### src/rtl/writeback_queue_pkg.sv
// Shared types and widths for the writeback queue: register-file entry record
// and default queue depth.
package writeback_queue_pkg;
  localparam int REG_ADDR_W = 5;
  localparam int DATA_W     = 32;
  localparam int WBQ_DEPTH  = 4;

  typedef struct packed {
    logic [REG_ADDR_W-1:0] rd;
    logic [DATA_W-1:0]     data;
  } wb_entry_t;
endpackage

### src/rtl/writeback_queue_if.sv
// Bundle of the two producer handshakes, the register-file write port,
// the pending-write probe and the occupancy flags.
interface writeback_queue_if import writeback_queue_pkg::*; ();
  logic                  mem_valid;
  logic                  mem_ready;
  logic [REG_ADDR_W-1:0] mem_reg;
  logic [DATA_W-1:0]     mem_data;
  logic                  alu_valid;
  logic                  alu_ready;
  logic [REG_ADDR_W-1:0] alu_reg;
  logic [DATA_W-1:0]     alu_data;
  logic                  wb_stall;
  logic                  regWrite;
  logic [REG_ADDR_W-1:0] writeReg;
  logic [DATA_W-1:0]     writeData;
  logic [REG_ADDR_W-1:0] lookupReg;
  logic                  lookupHit;
  logic [DATA_W-1:0]     lookupData;
  logic                  queue_full;
  logic                  queue_empty;

  modport master (
    output mem_valid, mem_reg, mem_data, alu_valid, alu_reg, alu_data,
           wb_stall, lookupReg,
    input  mem_ready, alu_ready, regWrite, writeReg, writeData,
           lookupHit, lookupData, queue_full, queue_empty
  );

  modport slave (
    input  mem_valid, mem_reg, mem_data, alu_valid, alu_reg, alu_data,
           wb_stall, lookupReg,
    output mem_ready, alu_ready, regWrite, writeReg, writeData,
           lookupHit, lookupData, queue_full, queue_empty
  );
endinterface

### src/rtl/writeback_queue_fifo.sv
// Entry storage and pointers for the writeback queue. Storage is exposed so the
// parent can search pending writes; it is deliberately not cleared on reset.
module wb_fifo import writeback_queue_pkg::*; #(
  parameter  int DEPTH = WBQ_DEPTH,
  localparam int PW    = $clog2(DEPTH),
  localparam int CW    = PW + 1
) (
  input  logic           clk,
  input  logic           rst,
  input  logic           push,
  input  wb_entry_t      push_entry,
  input  logic           pop,
  output wb_entry_t      head,
  output wb_entry_t      entries [DEPTH],
  output logic [PW-1:0]  rd_ptr,
  output logic [CW-1:0]  count
);
  wb_entry_t     mem [DEPTH];
  logic [PW-1:0] wr_ptr;

  always_ff @(posedge clk or posedge rst) begin
    if (rst) begin
      wr_ptr <= '0;
      rd_ptr <= '0;
      count  <= '0;
    end else begin
      if (push) wr_ptr <= wr_ptr + 1'b1;
      if (pop)  rd_ptr <= rd_ptr + 1'b1;
      case ({push, pop})
        2'b10:   count <= count + 1'b1;
        2'b01:   count <= count - 1'b1;
        default: count <= count;
      endcase
    end
  end

  always_ff @(posedge clk) begin
    if (push) mem[wr_ptr] <= push_entry;
  end

  assign head    = mem[rd_ptr];
  assign entries = mem;
endmodule

### src/rtl/writeback_queue.sv
// Writeback queue: merges load and ALU results (loads win) into a FIFO that
// drains one entry per cycle into a registered register-file write port.
module writeback_queue import writeback_queue_pkg::*; #(
  parameter int DEPTH = WBQ_DEPTH
) (
  input  logic              clk,
  input  logic              rst,
  writeback_queue_if.slave  bus
);
  localparam int PW = $clog2(DEPTH);
  localparam int CW = PW + 1;
  localparam logic [CW-1:0] DEPTH_C = CW'(DEPTH);

  wb_entry_t             head;
  wb_entry_t             entries [DEPTH];
  logic [PW-1:0]         rd_ptr;
  logic [CW-1:0]         count;
  logic                  space;
  logic                  mem_fire, alu_fire, push, pop;
  wb_entry_t             push_entry;
  logic                  wb_valid_q;
  logic [REG_ADDR_W-1:0] wb_reg_q;
  logic [DATA_W-1:0]     wb_data_q;
  logic                  q_hit;
  logic [DATA_W-1:0]     q_data;
  logic [PW-1:0]         idx;

  // Readiness looks only at the registered count: no credit for a same-cycle pop.
  assign space         = (count < DEPTH_C);
  assign bus.mem_ready = space;
  assign bus.alu_ready = space && !bus.mem_valid;
  assign mem_fire      = bus.mem_valid && space;
  assign alu_fire      = bus.alu_valid && space && !bus.mem_valid;

  always_comb begin
    push_entry = '{rd: bus.alu_reg, data: bus.alu_data};
    push       = alu_fire && (bus.alu_reg != '0);
    if (mem_fire) begin
      push_entry = '{rd: bus.mem_reg, data: bus.mem_data};
      push       = (bus.mem_reg != '0);
    end
  end

  assign pop = (count != '0) && !bus.wb_stall;

  wb_fifo #(.DEPTH(DEPTH)) u_fifo (
    .clk        (clk),
    .rst        (rst),
    .push       (push),
    .push_entry (push_entry),
    .pop        (pop),
    .head       (head),
    .entries    (entries),
    .rd_ptr     (rd_ptr),
    .count      (count)
  );

  always_ff @(posedge clk or posedge rst) begin
    if (rst) begin
      wb_valid_q <= 1'b0;
      wb_reg_q   <= '0;
      wb_data_q  <= '0;
    end else begin
      wb_valid_q <= pop;
      if (pop) begin
        wb_reg_q  <= head.rd;
        wb_data_q <= head.data;
      end
    end
  end

  assign bus.regWrite  = wb_valid_q;
  assign bus.writeReg  = wb_reg_q;
  assign bus.writeData = wb_data_q;

  // Walk oldest to youngest so the last match is the youngest pending value.
  always_comb begin
    q_hit  = 1'b0;
    q_data = '0;
    idx    = '0;
    for (int i = 0; i < DEPTH; i++) begin
      idx = rd_ptr + PW'(i);
      if ((CW'(i) < count) && (entries[idx].rd == bus.lookupReg)) begin
        q_hit  = 1'b1;
        q_data = entries[idx].data;
      end
    end
  end

  always_comb begin
    bus.lookupHit  = 1'b0;
    bus.lookupData = '0;
    if (bus.lookupReg != '0) begin
      if (q_hit) begin
        bus.lookupHit  = 1'b1;
        bus.lookupData = q_data;
      end else if (wb_valid_q && (wb_reg_q == bus.lookupReg)) begin
        bus.lookupHit  = 1'b1;
        bus.lookupData = wb_data_q;
      end
    end
  end

  assign bus.queue_full  = (count == DEPTH_C);
  assign bus.queue_empty = (count == '0);
endmodule
### src/flat_wrapper.sv
// flat-port wrapper written by rule: the top's interface ports become plain ports
module writeback_queue_flat import writeback_queue_pkg::*;
#(
  parameter int DEPTH = WBQ_DEPTH
)
  (clk, rst, bus_mem_valid, bus_mem_reg, bus_mem_data, bus_alu_valid, bus_alu_reg, bus_alu_data, bus_wb_stall, bus_lookupReg, bus_mem_ready, bus_alu_ready, bus_regWrite, bus_writeReg, bus_writeData, bus_lookupHit, bus_lookupData, bus_queue_full, bus_queue_empty);
  writeback_queue_if bus_i ();
  input  logic clk;
  input  logic rst;
  input wire logic [$bits(bus_i.mem_valid)-1:0] bus_mem_valid;
  input wire logic [$bits(bus_i.mem_reg)-1:0] bus_mem_reg;
  input wire logic [$bits(bus_i.mem_data)-1:0] bus_mem_data;
  input wire logic [$bits(bus_i.alu_valid)-1:0] bus_alu_valid;
  input wire logic [$bits(bus_i.alu_reg)-1:0] bus_alu_reg;
  input wire logic [$bits(bus_i.alu_data)-1:0] bus_alu_data;
  input wire logic [$bits(bus_i.wb_stall)-1:0] bus_wb_stall;
  input wire logic [$bits(bus_i.lookupReg)-1:0] bus_lookupReg;
  output wire logic [$bits(bus_i.mem_ready)-1:0] bus_mem_ready;
  output wire logic [$bits(bus_i.alu_ready)-1:0] bus_alu_ready;
  output wire logic [$bits(bus_i.regWrite)-1:0] bus_regWrite;
  output wire logic [$bits(bus_i.writeReg)-1:0] bus_writeReg;
  output wire logic [$bits(bus_i.writeData)-1:0] bus_writeData;
  output wire logic [$bits(bus_i.lookupHit)-1:0] bus_lookupHit;
  output wire logic [$bits(bus_i.lookupData)-1:0] bus_lookupData;
  output wire logic [$bits(bus_i.queue_full)-1:0] bus_queue_full;
  output wire logic [$bits(bus_i.queue_empty)-1:0] bus_queue_empty;
  assign bus_i.mem_valid = bus_mem_valid;
  assign bus_i.mem_reg = bus_mem_reg;
  assign bus_i.mem_data = bus_mem_data;
  assign bus_i.alu_valid = bus_alu_valid;
  assign bus_i.alu_reg = bus_alu_reg;
  assign bus_i.alu_data = bus_alu_data;
  assign bus_i.wb_stall = bus_wb_stall;
  assign bus_i.lookupReg = bus_lookupReg;
  assign bus_mem_ready = bus_i.mem_ready;
  assign bus_alu_ready = bus_i.alu_ready;
  assign bus_regWrite = bus_i.regWrite;
  assign bus_writeReg = bus_i.writeReg;
  assign bus_writeData = bus_i.writeData;
  assign bus_lookupHit = bus_i.lookupHit;
  assign bus_lookupData = bus_i.lookupData;
  assign bus_queue_full = bus_i.queue_full;
  assign bus_queue_empty = bus_i.queue_empty;
  writeback_queue #(.DEPTH(DEPTH)) u_core (.clk(clk), .rst(rst), .bus(bus_i));
endmodule
### config.mk
export PLATFORM = sky130hd
export DESIGN_NAME = writeback_queue_flat
export DESIGN_NICKNAME = d
export VERILOG_FILES = /design/src/rtl/writeback_queue_pkg.sv /design/src/rtl/writeback_queue_if.sv /design/src/rtl/writeback_queue_fifo.sv /design/src/rtl/writeback_queue.sv /design/src/flat_wrapper.sv
export SDC_FILE = /design/constraint.sdc
export NUM_CORES = 1
export LEC_CHECK = 0
export BUFFER_PORTS_ARGS = -buffer_cell sky130_fd_sc_hd__buf_2
export CORE_UTILIZATION = 30
export CTS_CLUSTER_DIAMETER = 80
export DETAILED_ROUTE_END_ITERATION = 6
export GPL_TIMING_DRIVEN = 0
export MAX_ROUTING_LAYER = met4
export PLACE_DENSITY_LB_ADDON = 0.25
export SKIP_LAST_GASP = 1
export SLEW_MARGIN = 10
export SYNTH_ARGS = -nofsm -noshare
export SYNTH_HDL_FRONTEND = slang
export SYNTH_HIERARCHICAL = 1
export SYNTH_SLANG_ARGS = --single-unit
export TNS_END_PERCENT = 100
### constraint.sdc
create_clock -name clk -period 3 [get_ports clk]
set_input_delay 0.6 -clock clk [delete_from_list [all_inputs] [get_ports clk]]
set_output_delay 0.6 -clock clk [all_outputs]
set_load 0.005 [all_outputs]
## After elaboration in Yosys (flattened, before gate mapping)

Index checks and enable logic that the tools add are counted.

- Input port bits: 84
- Register bits after elaboration: 193
- Word-level logic and storage cells: 96

- Reductions and logical operators: 20
- Muxes and demuxes: 32
- Add/sub/neg operators: 6
- $lt $le $gt $ge: 11
- Bitwise gates (word level): 5
- Eq/ne operators: 8

Operators with widths:

| kind | count |
|---|---|
| $mux 37 | 10 |
| $bmux 37 s2 | 4 |
| $mux 32 | 7 |
| $bwmux 148 | 1 |
| $demux 37 s2 | 1 |
| $eq 5x5->1 | 5 |
| $ge 3x3->1 const B | 5 |
| $not 2->3 | 5 |
| $reduce_bool 5->1 | 3 |
| $logic_and 1x1->1 | 12 |
| $mux 1 | 8 |
| $lt 1x3->1 const A | 2 |
| $lt 2x3->1 const A | 2 |
| $pmux 3 s2 | 1 |
| $add 2x1->2 const B | 2 |
| $add 2x2->2 const B | 2 |
| $add 3x1->3 const B | 1 |
| $eq 3x3->1 const B | 1 |
| $logic_not 3->1 | 1 |
| $lt 3x1->1 const B | 1 |
| $lt 3x3->1 const B | 1 |
| $reduce_bool 3->1 | 1 |
| $sub 3x1->3 const B | 1 |
| $eq 2x1->1 const B | 1 |
| 3 further kinds | 4 |

## Longest topological paths before layout

Gate-level depths: netlist of the first run.

- Depth after elaboration: 12
- Mapped depth: 12
- Depth with buffers taken out: 10

## Modules after synthesis

The synthesis of the first run kept the hierarchy.

Modules (own cells, without submodules):

| module | area an instance (µm²) | seq. area each (µm²) | instances | cells each |
|---|---|---|---|---|
| writeback_queue | 7,130.6 | 950.9 | 1 | 870 |
| wb_fifo | 5,711.7 | 4,619.4 | 1 | 225 |

## Worst setup path after synthesis of the first run

OpenSTA, ideal clock, no wires.

- Kind: register to output
- Start point: register u_core.u_fifo.rd_ptr[1]
- End point: output bus_lookupData[10]
- Arrival: 2,357 ps
- Slack: 43 ps
- Cell stages (with the launch flop): 11
- Buffers on the path: 4
- Cells stage by stage: dfrtp_1 -> buf_6 -> buf_8 -> mux2i_1 -> mux2_1 -> o2111ai_2 -> a21o_1 -> buf_4 -> clkbuf_1 -> o221ai_1 -> o211ai_1

- Longest elaborated chain between the ends: 12
- Elaborated cells between the ends (all ways): 37
- Those cells by class: add/sub (3); eq/ne (4); mux (22); bitwise (4); reduce/logical (4)

Ends and longest elaborated chain:

| item | RTL line | RTL |
|---|---|---|
| start: declaration | writeback_queue_fifo.sv:15 | `output logic [PW-1:0] rd_ptr,` |
| start signal: assignment | writeback_queue_fifo.sv:28 | `if (pop) rd_ptr <= rd_ptr + 1'b1;` |
| $add 2x1->2 or $not 2->3 (tied branches) | writeback_queue.sv:82, writeback_queue.sv:83, writeback_queue.sv:85 |  |
| $not 2->3 (not written as such) or $bmux 37 s2 (tied branches) | writeback_queue.sv:83, writeback_queue.sv:85 |  |
| $bmux 37 s2 or $mux 37 (tied branches) | writeback_queue.sv:83, writeback_queue.sv:85 |  |
| $mux 37 (not written as such) | writeback_queue.sv:83 | `if ((CW'(i) < count) && (entries[idx].rd == bus.lookupReg)) begin` |
| $mux 37 (not written as such) or $eq 5x5->1 (tied branches) | writeback_queue.sv:83 |  |
| $eq 5x5->1 or $logic_and 1x1->1 (tied branches) | writeback_queue.sv:83 |  |
| $logic_and 1x1->1, or another cell as far along | writeback_queue.sv:83 |  |
| $mux 32 or $mux 1 (tied branches) (3 in series) | writeback_queue.sv:83 |  |
| $mux 32 (*) | writeback_queue.sv:94 | `if (q_hit) begin` |
| $mux 32 (*) | writeback_queue.sv:93 | `if (bus.lookupReg != '0) begin` |
| end: declaration | flat_wrapper.sv:24 | `output wire logic [$bits(bus_i.lookupData)-1:0] bus_lookupData;` |

Mark *: on every way between the ends. The rest lies on a longest branch, timed or not. The select of a mux whose other input is x is not followed.

## Worst setup path after layout of the first run

- Start point: register u_core.u_fifo.rd_ptr[1]
- End point: output bus_lookupData[1]

Same word-level chain as after synthesis.

==> out/summary.md, run 1 <==
The flow ran to the end, but the final reports show violations. The checks that failed: negative setup slack. The die is 209 um tall. The clock transition at the register clock pins on the worst setup and hold paths after CTS was 0.08 ns; the sequential area share after synthesis was 43.4%. The placer congestion estimate was 0.889. The final critical path takes up 133% of the cycle. For the total count of max-transition violations in the final report, the log shows 0. The tools report the count of endpoints failing hold in the final timing report as 0. Setup repair after global routing could not meet its margin everywhere. The Yosys warning count is 6. The die is 209 um wide.

Leaving out filler cells and counting taps, the final layout contains 1845. The initialized floorplan defines 75 standard-cell rows. The run gives -29.40 ns as the summed negative setup slack over all endpoints. Counting every sink on the clock net gives 193. The net count of the finished layout is 1382. The analysis attributes to cell leakage a power of 5.96 nW. For this run the aggregate overflow at the end of global routing stands at 0. The peak fanout along the critical path works out to 10. Summing internal, switching and leakage power gives 0.0158 W. The number of distinct standard cells referenced by the synthesized netlist is 56. Using the TritonRoute via totals, the vias-per-cell ratio works out to 5.75. The region available for standard cell placement spans 0.0420 sq mm. For the finished layout, the period the worst path requires is 4.00 ns. For this block, the routed nets add up to 46700 um of wire. Once detail routing completed, the nets flagged for antenna violations numbered 0. The tools report the number of placed cells counting well taps as 1789. Derived from the worst setup path, the maximum achievable clock frequency is 0.250 GHz.

The final critical-path setup slack was -1.00 ns. The synthesized cell area came out at 0.0128 sq mm. When the netlist entered floorplanning its net count stood at 1185. The routed wirelength normalized by instance count is 25.3 um, and the total number of vias is 10600.

In this run the mean area of a mapped cell was 11.7 sq um. The die covers 0.0436 sq mm. The signed area change from the synthesized netlist to the final layout came out at 22.3%. STA puts the critical path data arrival time at 3.40 ns. The first global-routing pass estimated 68500 um of wire. Synthesis produced 1095 cells. The fraction of final layout cells with drive strength greater than 1 works out to 41.1%. The power per unit of standard cell area was 1000 mW/mm^2; the number of violations of the max-capacitance limit was 0. The kind of end point of the critical path is an output pin. For the maximum number of pins on one net before global-route repair, the log shows 39.

STA classifies the critical path startpoint as a flip-flop. By startpoint and endpoint, the worst setup path is classified as reg -> out. In this run, synthesis produced a sequential element count of 193. TritonCTS built the clock tree.

Count of H-tree levels built during CTS: 4. Setup violations remaining at the end of the flow were counted as 33. Required arrival time at the worst endpoint: 2.40 ns. The logs give 31400 um for the placed wire-length estimate after detailed placement and 10700 for the number of global-route vias before repair.

The total clock buffers created by CTS came out at 17. The post-route DRC violation count was 0. The tightest min-delay check is of the in -> async type. In this run the tool buffered the top-level ports with 155 buffer cells. At the pin with the least slew margin, the transition time is 1.10 ns. After clock tree synthesis, the flow added hold-fix buffers numbering 0. The number of DRC violations after detailed-routing iteration 0 was 982.

159 I/O pins were placed. The area after detailed placement came out at 0.0143 sq mm. Once the floorplan was initialized, standard cells occupied 30.5% of the core.

The tools report the final clock skew as 0.0103 ns. Clock latency on the worst-skew pair, taken at its later pin, is 0.45 ns. The run gives 5 as the number of detailed-route iterations in the first pass. The peak supply drop is 0.508 mV. For the maximum root-to-sink buffer count, the log shows 2. Summing all non-filler instances in the final layout gives an area of 0.0157 sq mm. The run gives 1 as the initial antenna violation count.

For the headroom to the max-slew limit, the log shows 26.1%. The total global-route track usage was 21.9%. In this run the clock root is driven by a clkbuf_16.
## what timing repair did
action                                 CTS  global route
endpoints found under the hold margin    0             0
setup buffers                           12             9
gates resized for setup                 95            79
setup endpoints to repair               46            51
pin swaps                               15            31
gates cloned                             2             3
## worst paths after layout
check	startpoint	to	slack (ns)	cells past startpoint
hold reg to reg	u_core/u_fifo/wr_ptr[0]$_DFFE_PP0P_	u_core/u_fifo/wr_ptr[0]$_DFFE_PP0P_	0.53	1
setup reg to reg	u_core/u_fifo/count[2]$_DFFE_PP0P_	u_core/u_fifo/count[2]$_DFFE_PP0P_	0.24	9
setup / recovery	u_core/u_fifo/rd_ptr[1]$_DFFE_PP0P_	bus_lookupData[1]	-1.00	11
min in group clk	bus_alu_data[7]	u_core/u_fifo/entries[118]$_DFFE_PP_	0.50	2
hold / removal	rst	u_core/u_fifo/count[0]$_DFFE_PP0P_	0.10	2
max in group asynchronous	rst	u_core/bus.writeData[26]$_DFFE_PP0P_	2.23	2
## flip-flops by register name (all words and copies together) (netlist names)
| register | flops |
|---|---|
| u_core/bus.writeReg | 5 |
| u_core/bus.writeData | 32 |
| u_core/u_fifo/entries | 148 |
| u_core/u_fifo/count | 3 |
| u_core/bus.regWrite | 1 |
| u_core/u_fifo/wr_ptr | 2 |
| u_core/u_fifo/rd_ptr | 2 |
## power by group
part,switching (W),internal [W]
Combinational,0.00518,0.00382
Sequential,0.000619,0.00380
Clock,0.00115,0.00119
Total,0.00694,0.00881
## critical path: stages (launching register included)
cell and delay (ns):
dfrtp_1 0.39, buf_6 0.18, mux4_2 0.54, xor2_2 0.17, a21oi_2 0.19, buf_4 0.15
o2111ai_4 0.21, buf_6 0.24, o21ai_0 0.16, o21bai_1 0.10, o211ai_1 0.42, buf_2 0.20
## cell families (layout without fill, tap and decap cells)
family	after synthesis	count (layout)	synth area share, %
AOI/OAI and AO/OA	191	191	10.6
xor gates and xnor gates	26	26	1.77
adders and majority gates	6	6	0.643
buffers and inverters	112	322	4.37
DFF	193	193	43.4
muxes	304	304	29.1
other	0	1	0
and+or+nand+nor	263	263	10.1
## placed cells by master (no fill, tap or decap), types with 5 or more instances in the layout
master,Yosys,routed
nor3_2,10,12
o21ai_1,3,8
xor2_1,15,13
o221ai_1,24,18
o21ai_0,46,37
clkbuf_16,0,19
clkbuf_2,0,14
buf_2,35,176
nor3_1,19,15
xnor2_1,11,8
nor2_1,65,64
nand4_1,62,62
clkbuf_1,42,22
o211ai_2,18,17
mux2i_1,137,130
buf_6,9,23
ha_1,5,5
o221ai_2,0,6
buf_4,5,26
a22oi_1,7,7
mux2_2,120,119
inv_1,8,7
clkbuf_4,0,5
dfrtp_1,45,44
nand2_1,81,80
a21oi_1,55,52
buf_12,0,5
inv_8,0,6
o211ai_1,16,16
mux4_2,43,43
edfxtp_1,148,148
## cell type report
type	instances	area, sq um
multi-input combinational	790	7070
tap	539	674
clock buffer	17	425
antenna	1	2.50
clock inverter	15	169
timing repair buffer	179	1030
buffer	102	721
inverter	9	36.3
sequential	193	5570
fill	4146	26300
## layer usage
layer / track usage (%) / wire length (um)
met1: 28.9 / 20500
met2: 33.8 / 21600
met3: 3.26 / 2940
met4: 8.92 / 1750
met5: - / 0
## synth_stat cells, drive strengths merged
cell | count | area, sq um
nand3 | 3 | 15.0
buf | 61 | 370
nor2 | 65 | 244
nor2b | 4 | 25.0
mux2 | 124 | 1400
and4 | 1 | 8.76
edfxtp | 148 | 4440
o2111ai | 4 | 41.3
mux4 | 43 | 968
dfrtp | 45 | 1130
nand4 | 62 | 388
nor4 | 2 | 12.5
clkbuf | 42 | 158
o21bai | 1 | 7.51
xnor2 | 11 | 96.3
nor3 | 29 | 195
xor2 | 15 | 131
inv | 9 | 33.8
a21o | 2 | 22.5
a31oi | 1 | 6.26
o211ai | 34 | 345
o21ai | 49 | 245
ha | 5 | 62.6
or2 | 1 | 6.26
a2111oi | 8 | 76.3
a311oi | 1 | 8.76
a211oi | 1 | 20.0
and3 | 1 | 6.26
or3 | 4 | 30.0
and2 | 6 | 37.5
nor3b | 2 | 15.0
a22o | 1 | 8.76
o2111a | 1 | 12.5
a21oi | 57 | 300
a22oi | 7 | 52.6
fa | 1 | 20.0
nand3b | 2 | 15.0
nand2 | 81 | 304
o221ai | 24 | 210
mux2i | 137 | 1370
## metrics by stage
stage | util [%] | worst slack, ns | hold WS [ns]
after floorplan | - | 0.0427 | 0.403
after global placement | 34.0 | -1.18 | 0.513
after detailed placement | 34.0 | -0.852 | 0.523
after CTS | 36.4 | -0.944 | 0.0899
after global routing | 37.3 | -1.11 | 0.102
final | 37.3 | -1.00 | 0.100
No activity file was read; power rests on OpenSTA's default activity.
==> inputs of run 2 (changes only) <==
--- a/config.mk
+++ b/config.mk
@@ -6,10 +6,10 @@
 export NUM_CORES = 1
 export LEC_CHECK = 0
 export BUFFER_PORTS_ARGS = -buffer_cell sky130_fd_sc_hd__buf_2
+export CORE_MARGIN = 2
 export CORE_UTILIZATION = 30
 export CTS_CLUSTER_DIAMETER = 80
 export DETAILED_ROUTE_END_ITERATION = 6
-export GPL_TIMING_DRIVEN = 0
 export MAX_ROUTING_LAYER = met4
 export PLACE_DENSITY_LB_ADDON = 0.25
 export SKIP_LAST_GASP = 1
==> out/summary.md, run 2 (synthesis gave the netlist of run 1 again) <==
The number of clock sinks seen by CTS was 193; the headroom to the max-slew limit was 24.5%. The run gives 17 as the total clock buffers created by CTS. The run gives 0 as the number of violations of the max-capacitance limit. Data on the critical path is required at its endpoint by 2.40 ns. The peak supply drop is 0.815 mV, and the number of detailed-route iterations in the first pass is 5. The total count of max-transition violations in the final report is 0. Most frequent standard cell in the layout excluding fill and tap cells: buf_2. Routed wirelength normalized by instance count: 20.6 um. Flop-to-flop setup slack: 0.39 ns. Data arrives at the worst endpoint at 3.23 ns. The tools report the static leakage power as 6.12 nW. Setup repair after global routing could not meet its margin everywhere.

The die covers 0.0445 sq mm. The clock transition at the register clock pins on the worst setup and hold paths after CTS is 0.07 ns, and the final critical delay including setup and external delays is 3.83 ns. Effective utilization at floorplan: 30.5%. For this run the aggregate overflow at the end of global routing stands at 0.

For this run, the top clock speed supported by timing is 0.261 GHz. The count of nets left with antenna violations once routing finished came out at 0. Clock tree root buffer cell: clkbuf_16. Kind of start point of the critical path: a flip-flop. The number of core rows was 75. The logs give 751 for the number of DRC violations after detailed-routing iteration 0 and 33 for the total setup violations reported at the end of the flow. In the layout the commonest cells are buf_2, edfxtp_1, mux2i_1. The final reports fail on negative setup slack.

For the maximum root-to-sink buffer count, the log shows 2. For the final critical-path setup slack, the log shows -0.830 ns. The placer congestion estimate was 0.831.

Final clock skew: 0.0134 ns. Worst min-delay path category: in -> async. Relative to the synthesized area, the layout overhead comes to 23.4%. The flow ran to the end, but the final reports show violations. Detailed placement finished with a half-perimeter wire length of 26300 um.

The count of endpoints failing hold in the final timing report is 0, and the via count normalized by instance count is 5.36. The number of flip-flops under the largest register name is 148, and the met1 track utilization from global routing is 24.0%. The run gives 58300 um as the wire length of the first global-routing pass. Cells with a size suffix above 1 make up 42.0% of the layout. The routed wire length is 38100 um. Summing internal, switching and leakage power gives 0.0151 W. The die is 211 um wide. The number of global-route vias before repair is 9893, and the initial antenna violation count is 2.

The tools report the number of top-level design ports as 159. The final layout contains 1386 nets. The standard cell core area is 0.0421 sq mm, and the post-route DRC violation count is 0. The die is 211 um tall. The share of the clock period used by the worst path was 128%; the clock latency on the worst-skew pair was 0.45 ns. Counting cells, the worst reg-to-reg path comes to 4. The maximum number of pins on one net before global-route repair came out at 96. The routing layer with the top usage in global route is met2. The total global-route track usage is 17.9%.

By startpoint and endpoint, the worst setup path is classified as reg -> out. The H-tree was split into 4 levels. The count of buffers from port buffering was 158. The worst setup path is captured at an output pin. TritonCTS built the clock tree.

At the pin with the least slew margin, the transition time is 1.13 ns. The tools report the met3 track demand over resource in global routing as 3.27%. The routed layout has 9911 vias. Of all nets on the critical path, the largest fanout is 11. For this design the ratio of total power to cell area is 952 mW/mm^2. On the final layout, the worst hold slack is 0.0878 ns.

The run gives 27.9% as the fraction of met2 tracks used by global routing.
run 2: what timing repair did:
| action | CTS | global route |
|---|---|---|
| resized for setup | 16 | 18 |
| hold endpoints to repair | 0 | 0 |
| pin swaps | 4 | 6 |
| hold buffers | 0 | 0 |
| endpoints found under the setup margin | 33 | 33 |
| setup buffers | 5 | 0 |
run 2: cell type report:
class,instances,area (sq um)
tap,539,674
clock inverter,14,179
inverter,9,36.3
timing repair buffer,285,2080
fill,4043,26300
multi-input combinational,790,6880
antenna,1,2.50
clock buffer,18,429
sequential,193,5580
run 2: metrics by stage:
step	setup TNS [ns]	utilization, %	area [sq um]	cells	setup WS (ns)
2_1_floorplan	0	-	12800	1095	0.0427
3_3_place_gp	-11.81	35.7	15000	1811	-0.423
3_5_place_dp	-13.00	35.7	15000	1811	-0.439
4_1_cts	-25.66	37.4	15800	1848	-0.828
5_1_grt	-29.43	37.6	15900	1849	-0.956
6_report	-24.77	37.6	15900	1849	-0.830
run 2: report_power, final:
group	total [W]	switching, W	internal, W	leakage [nW]
Clock	0.00241	0.00109	0.00133	0.294
Sequential	0.00438	0.000575	0.00380	1.88
Combinational	0.00831	0.00439	0.00391	3.95
run 2: final timing paths:
path                                                     startpoint                                    to
worst max-delay path            u_core/u_fifo/rd_ptr[1]$_DFFE_PP0P_                     bus_lookupData[5]
max in group asynchronous                                       rst  u_core/bus.writeData[15]$_DFFE_PP0P_
worst min-delay path                                            rst    u_core/u_fifo/count[1]$_DFFE_PP0P_
worst min register to register  u_core/bus.writeData[8]$_DFFE_PP0P_   u_core/bus.writeData[8]$_DFFE_PP0P_
min in group clk                                   bus_alu_data[28]   u_core/u_fifo/entries[65]$_DFFE_PP_
worst max register to register  u_core/u_fifo/rd_ptr[0]$_DFFE_PP0P_  u_core/bus.writeData[16]$_DFFE_PP0P_
run 2: critical path: stages, from the launching register on:
cell and delay [ns]:
dfrtp_4 0.49, buf_12 0.16, buf_4 0.14, mux2i_1 0.23, xnor2_2 0.12, or3_4 0.40, a21o_2 0.27, buf_12 0.15
buf_4 0.13, o21ai_0 0.06, o221ai_1 0.13, o211ai_1 0.31, buf_2 0.18
run 2: per-layer routing:
metal	vias to the layer above	routed length [um]
met4	0	687
met5	-	0
met1	4929	17600
met2	287	17900
met3	42	1880
li1	4653	-
==> inputs of run 3 (changes only) <==
--- a/config.mk
+++ b/config.mk
@@ -8,10 +8,12 @@
 export BUFFER_PORTS_ARGS = -buffer_cell sky130_fd_sc_hd__buf_2
 export CORE_MARGIN = 2
 export CORE_UTILIZATION = 30
+export CTS_BUF_LIST = sky130_fd_sc_hd__clkbuf_16
 export CTS_CLUSTER_DIAMETER = 80
 export DETAILED_ROUTE_END_ITERATION = 6
 export MAX_ROUTING_LAYER = met4
 export PLACE_DENSITY_LB_ADDON = 0.25
+export SETUP_SLACK_MARGIN = 0.05
 export SKIP_LAST_GASP = 1
 export SLEW_MARGIN = 10
 export SYNTH_ARGS = -nofsm -noshare
==> out/summary.md, run 3 (synthesis gave the netlist of run 1 again) <==
Of all nets on the critical path, the largest fanout is 11. The setup check on the worst reg-to-reg path leaves a slack of 0.75 ns. Dividing total power by cell area gives a power density of 941 mW/mm^2. In the global route stage, overall resource usage came out at 18.5%. The x dimension of the die works out to 211 um. The area of combinational cells with multiple inputs is 0.00709 sq mm, and the post-route DRC violation count is 0. The tools report the standard cell core area as 0.0421 sq mm. Total clock buffers created by CTS: 17.

The floorplan step set the die height to 211 um. The effective utilization at floorplan was 30.5%. Net switching is 40.7% of the power. The final critical-path setup slack is -0.793 ns, and the number of clock sinks seen by CTS is 193.

The floorplan has 75 rows. The final critical delay including setup and external delays came out at 3.79 ns. In this run the cell area measured after placement is 0.0150 sq mm. The via count normalized by instance count is 5.39, and the number of flip-flops under the largest register name is 148. The finished layout holds 1874 standard cells, fillers aside. The hold buffer count at cts is 0.

For the final routed database, the setup TNS stands at -23.94 ns. The placer congestion estimate is 0.820. The count of endpoints failing hold in the final timing report is 0. The tools report the critical register-to-register path endpoint as u_core/bus.writeData[15]$_DFFE_PP0P_. The tools report the initial antenna violation count as 0. The slew at the pin closest to its max-slew limit came out at 0.773 ns. The most frequent standard cell in the layout excluding fill and tap cells is buf_2. Detailed routing inserted a total of 10100 vias. Highest clock rate: 0.264 GHz. STA classifies the critical path endpoint as an output pin.

The tools report the clock tree root buffer cell as clkbuf_16. Of the total power, registers draw 28.9%. In this run the top signal layer used is met4. The run gives 1817 as the number of placed cells counting well taps.

The total of fill cells in the finished design was 4053; the static leakage power was 6.29 nW. The logs give 2090 um for the routed length on met3 and 0.00908 W for the total internal power. The logs give 60000 um for the wire length of the first global-routing pass and 3.19 ns for the arrival time at the worst endpoint. Cells fill 38.6% of the core in the end. Detailed routing placed a total of 18500 um of wire on met2. The final clock skew is 0.0115 ns. After detailed routing, the average wire length per cell comes to 21.1 um.

In this run the power spent charging and discharging nets is 0.00623 W. TritonCTS built the clock tree. Setup violations remaining at the end of the flow were counted as 33. The kind of start point of the critical path was a flip-flop. Setup repair after global routing could not meet its margin everywhere.

In this run, the combinational gates consume 57.2% of the power. The flow ran to the end, but the final reports show violations. The later pin in the worst-skew pair is clocked with a latency of 0.45 ns. The tightest min-delay check is of the in -> async type.

The run gives 39500 um as the routed wire length. The logs give 48.5% for the headroom to the max-slew limit and 0.0163 sq mm for the final non-filler cell area. The longest clock path from root to sink contains 2 buffers. The residual overflow from global routing was 0. Critical register-to-register path startpoint: u_core/u_fifo/rd_ptr[0]$_DFFE_PP0P_. The count of buffers added on input and output ports is 158.

The tools report the number of global-route vias before repair as 10100. The flip-flop and latch area was 0.00558 sq mm. The clock network burns 13.9% of the power. The peak supply drop came out at 0.655 mV. The critical path class is reg -> out. The tools report the number of nets at the end of the flow as 1412. The clock transition at the register clock pins on the worst setup and hold paths after CTS is 0.07 ns.

After layout, the worst path uses 126% of the clock period. From synthesis to final layout, the design area changed by 26.7%. The placed wire-length estimate after detailed placement was 25900 um. The count of H-tree levels built during CTS came out at 4.

At the placement stage, the worst setup path has a slack of -0.451 ns. Number of DRC violations after detailed-routing iteration 0: 670. The worst register-to-register path has a depth of 4. The diode insertion count for antenna repair is 0, and the total count of max-transition violations in the final report is 0. The library cells used most frequently in the layout, excluding fill and tap cells, are buf_2, edfxtp_1, mux2i_1.

The floorplan step defined a die boundary enclosing 0.0445 sq mm. The final reports fail on negative setup slack. The run gives 18300 um as the wire length on met1. Data on the critical path is required at its endpoint by 2.40 ns. For this run, the detailed router's first-pass iteration total came to 6. The tool flagged a number of max-cap violations equal to 0. The fraction of final layout cells with drive strength greater than 1 works out to 44.2%. The logs give 0 for the count of nets left with antenna violations after detail routing and 107 for the maximum number of pins on one net before global-route repair. Number of top-level design ports: 159.
## run 3: cell types whose count changed in the layout (fill, tap and decap cells not counted), moves of 4 or more
cell	before	now
buf_12	25	21
a2111oi_0	4	0
nor3_4	0	4
o21ai_0	42	29
buf_6	5	14
buf_4	97	110
o221ai_1	22	17
buf_8	0	4
o221ai_2	2	7
o21ai_1	7	20
nor3_1	15	10
## run 3: critical path: stages (launching register included)
cell      delay [ns]
dfrtp_4         0.53
buf_6           0.15
mux2_4          0.30
or3_1           0.33
a21oi_2         0.20
o211ai_4        0.15
buf_12          0.19
buf_4           0.16
nor3_2          0.16
o221ai_1        0.16
o211ai_2        0.25
buf_2           0.16
## run 3: power groups by stage
stage	logic (W)	clock network (W)	registers, W
5_1_grt	0.00949	0.00230	0.00452
2_1_floorplan	0.00559	0	0.00428
4_1_cts	0.00862	0.00220	0.00442
3_3_place_gp	0.00797	0	0.00447
3_5_place_dp	0.00805	0	0.00448
6_report	0.00875	0.00213	0.00442
## run 3: worst max-delay path by stage
stage,start,end,slack [ns],cells past startpoint
2_1_floorplan,u_core/u_fifo/rd_ptr[1]$_DFFE_PP0P_,bus_lookupData[18],0.06,10
3_3_place_gp,u_core/u_fifo/rd_ptr[1]$_DFFE_PP0P_,bus_lookupData[13],-0.41,10
3_5_place_dp,u_core/u_fifo/rd_ptr[1]$_DFFE_PP0P_,bus_lookupData[31],-0.45,10
4_1_cts,u_core/u_fifo/rd_ptr[1]$_DFFE_PP0P_,bus_lookupData[24],-0.82,11
5_1_grt,u_core/u_fifo/rd_ptr[1]$_DFFE_PP0P_,bus_lookupData[19],-0.95,10
6_report,u_core/u_fifo/rd_ptr[1]$_DFFE_PP0P_,bus_lookupData[14],-0.79,11
## run 3: through the flow
step	total power [W]	hold slack [ns]
finish	0.0153	0.103
global route	0.0163	0.114
CTS	0.0152	0.0953
detailed placement	0.0125	0.535
global placement	0.0124	0.525
floorplan	0.00987	0.403
## run 3: final cells by class
cell class / count / share of cell area, %
Clock inverter: 15 / 0.646
Tap cell: 539 / 4.15
Multi-Input combinational cell: 792 / 43.6
Timing Repair Buffer: 309 / 14.5
Sequential cell: 193 / 34.3
Inverter: 9 / 0.223
Clock buffer: 17 / 2.62
## run 3: what timing repair did
item                       in CTS  in global routing
setup buffers                  16                  4
cloned                          7                  1
setup endpoints to repair      33                 33
pin swaps                      22                 26
resized for setup              57                 52
## run 3: routing by layer
metal / vias to the layer above / GRT usage [%]
li1: 4720 / -
met1: 5019 / 25.4
met2: 317 / 28.5
met3: 40 / 3.27
met4: 0 / 4.30
met5: - / -
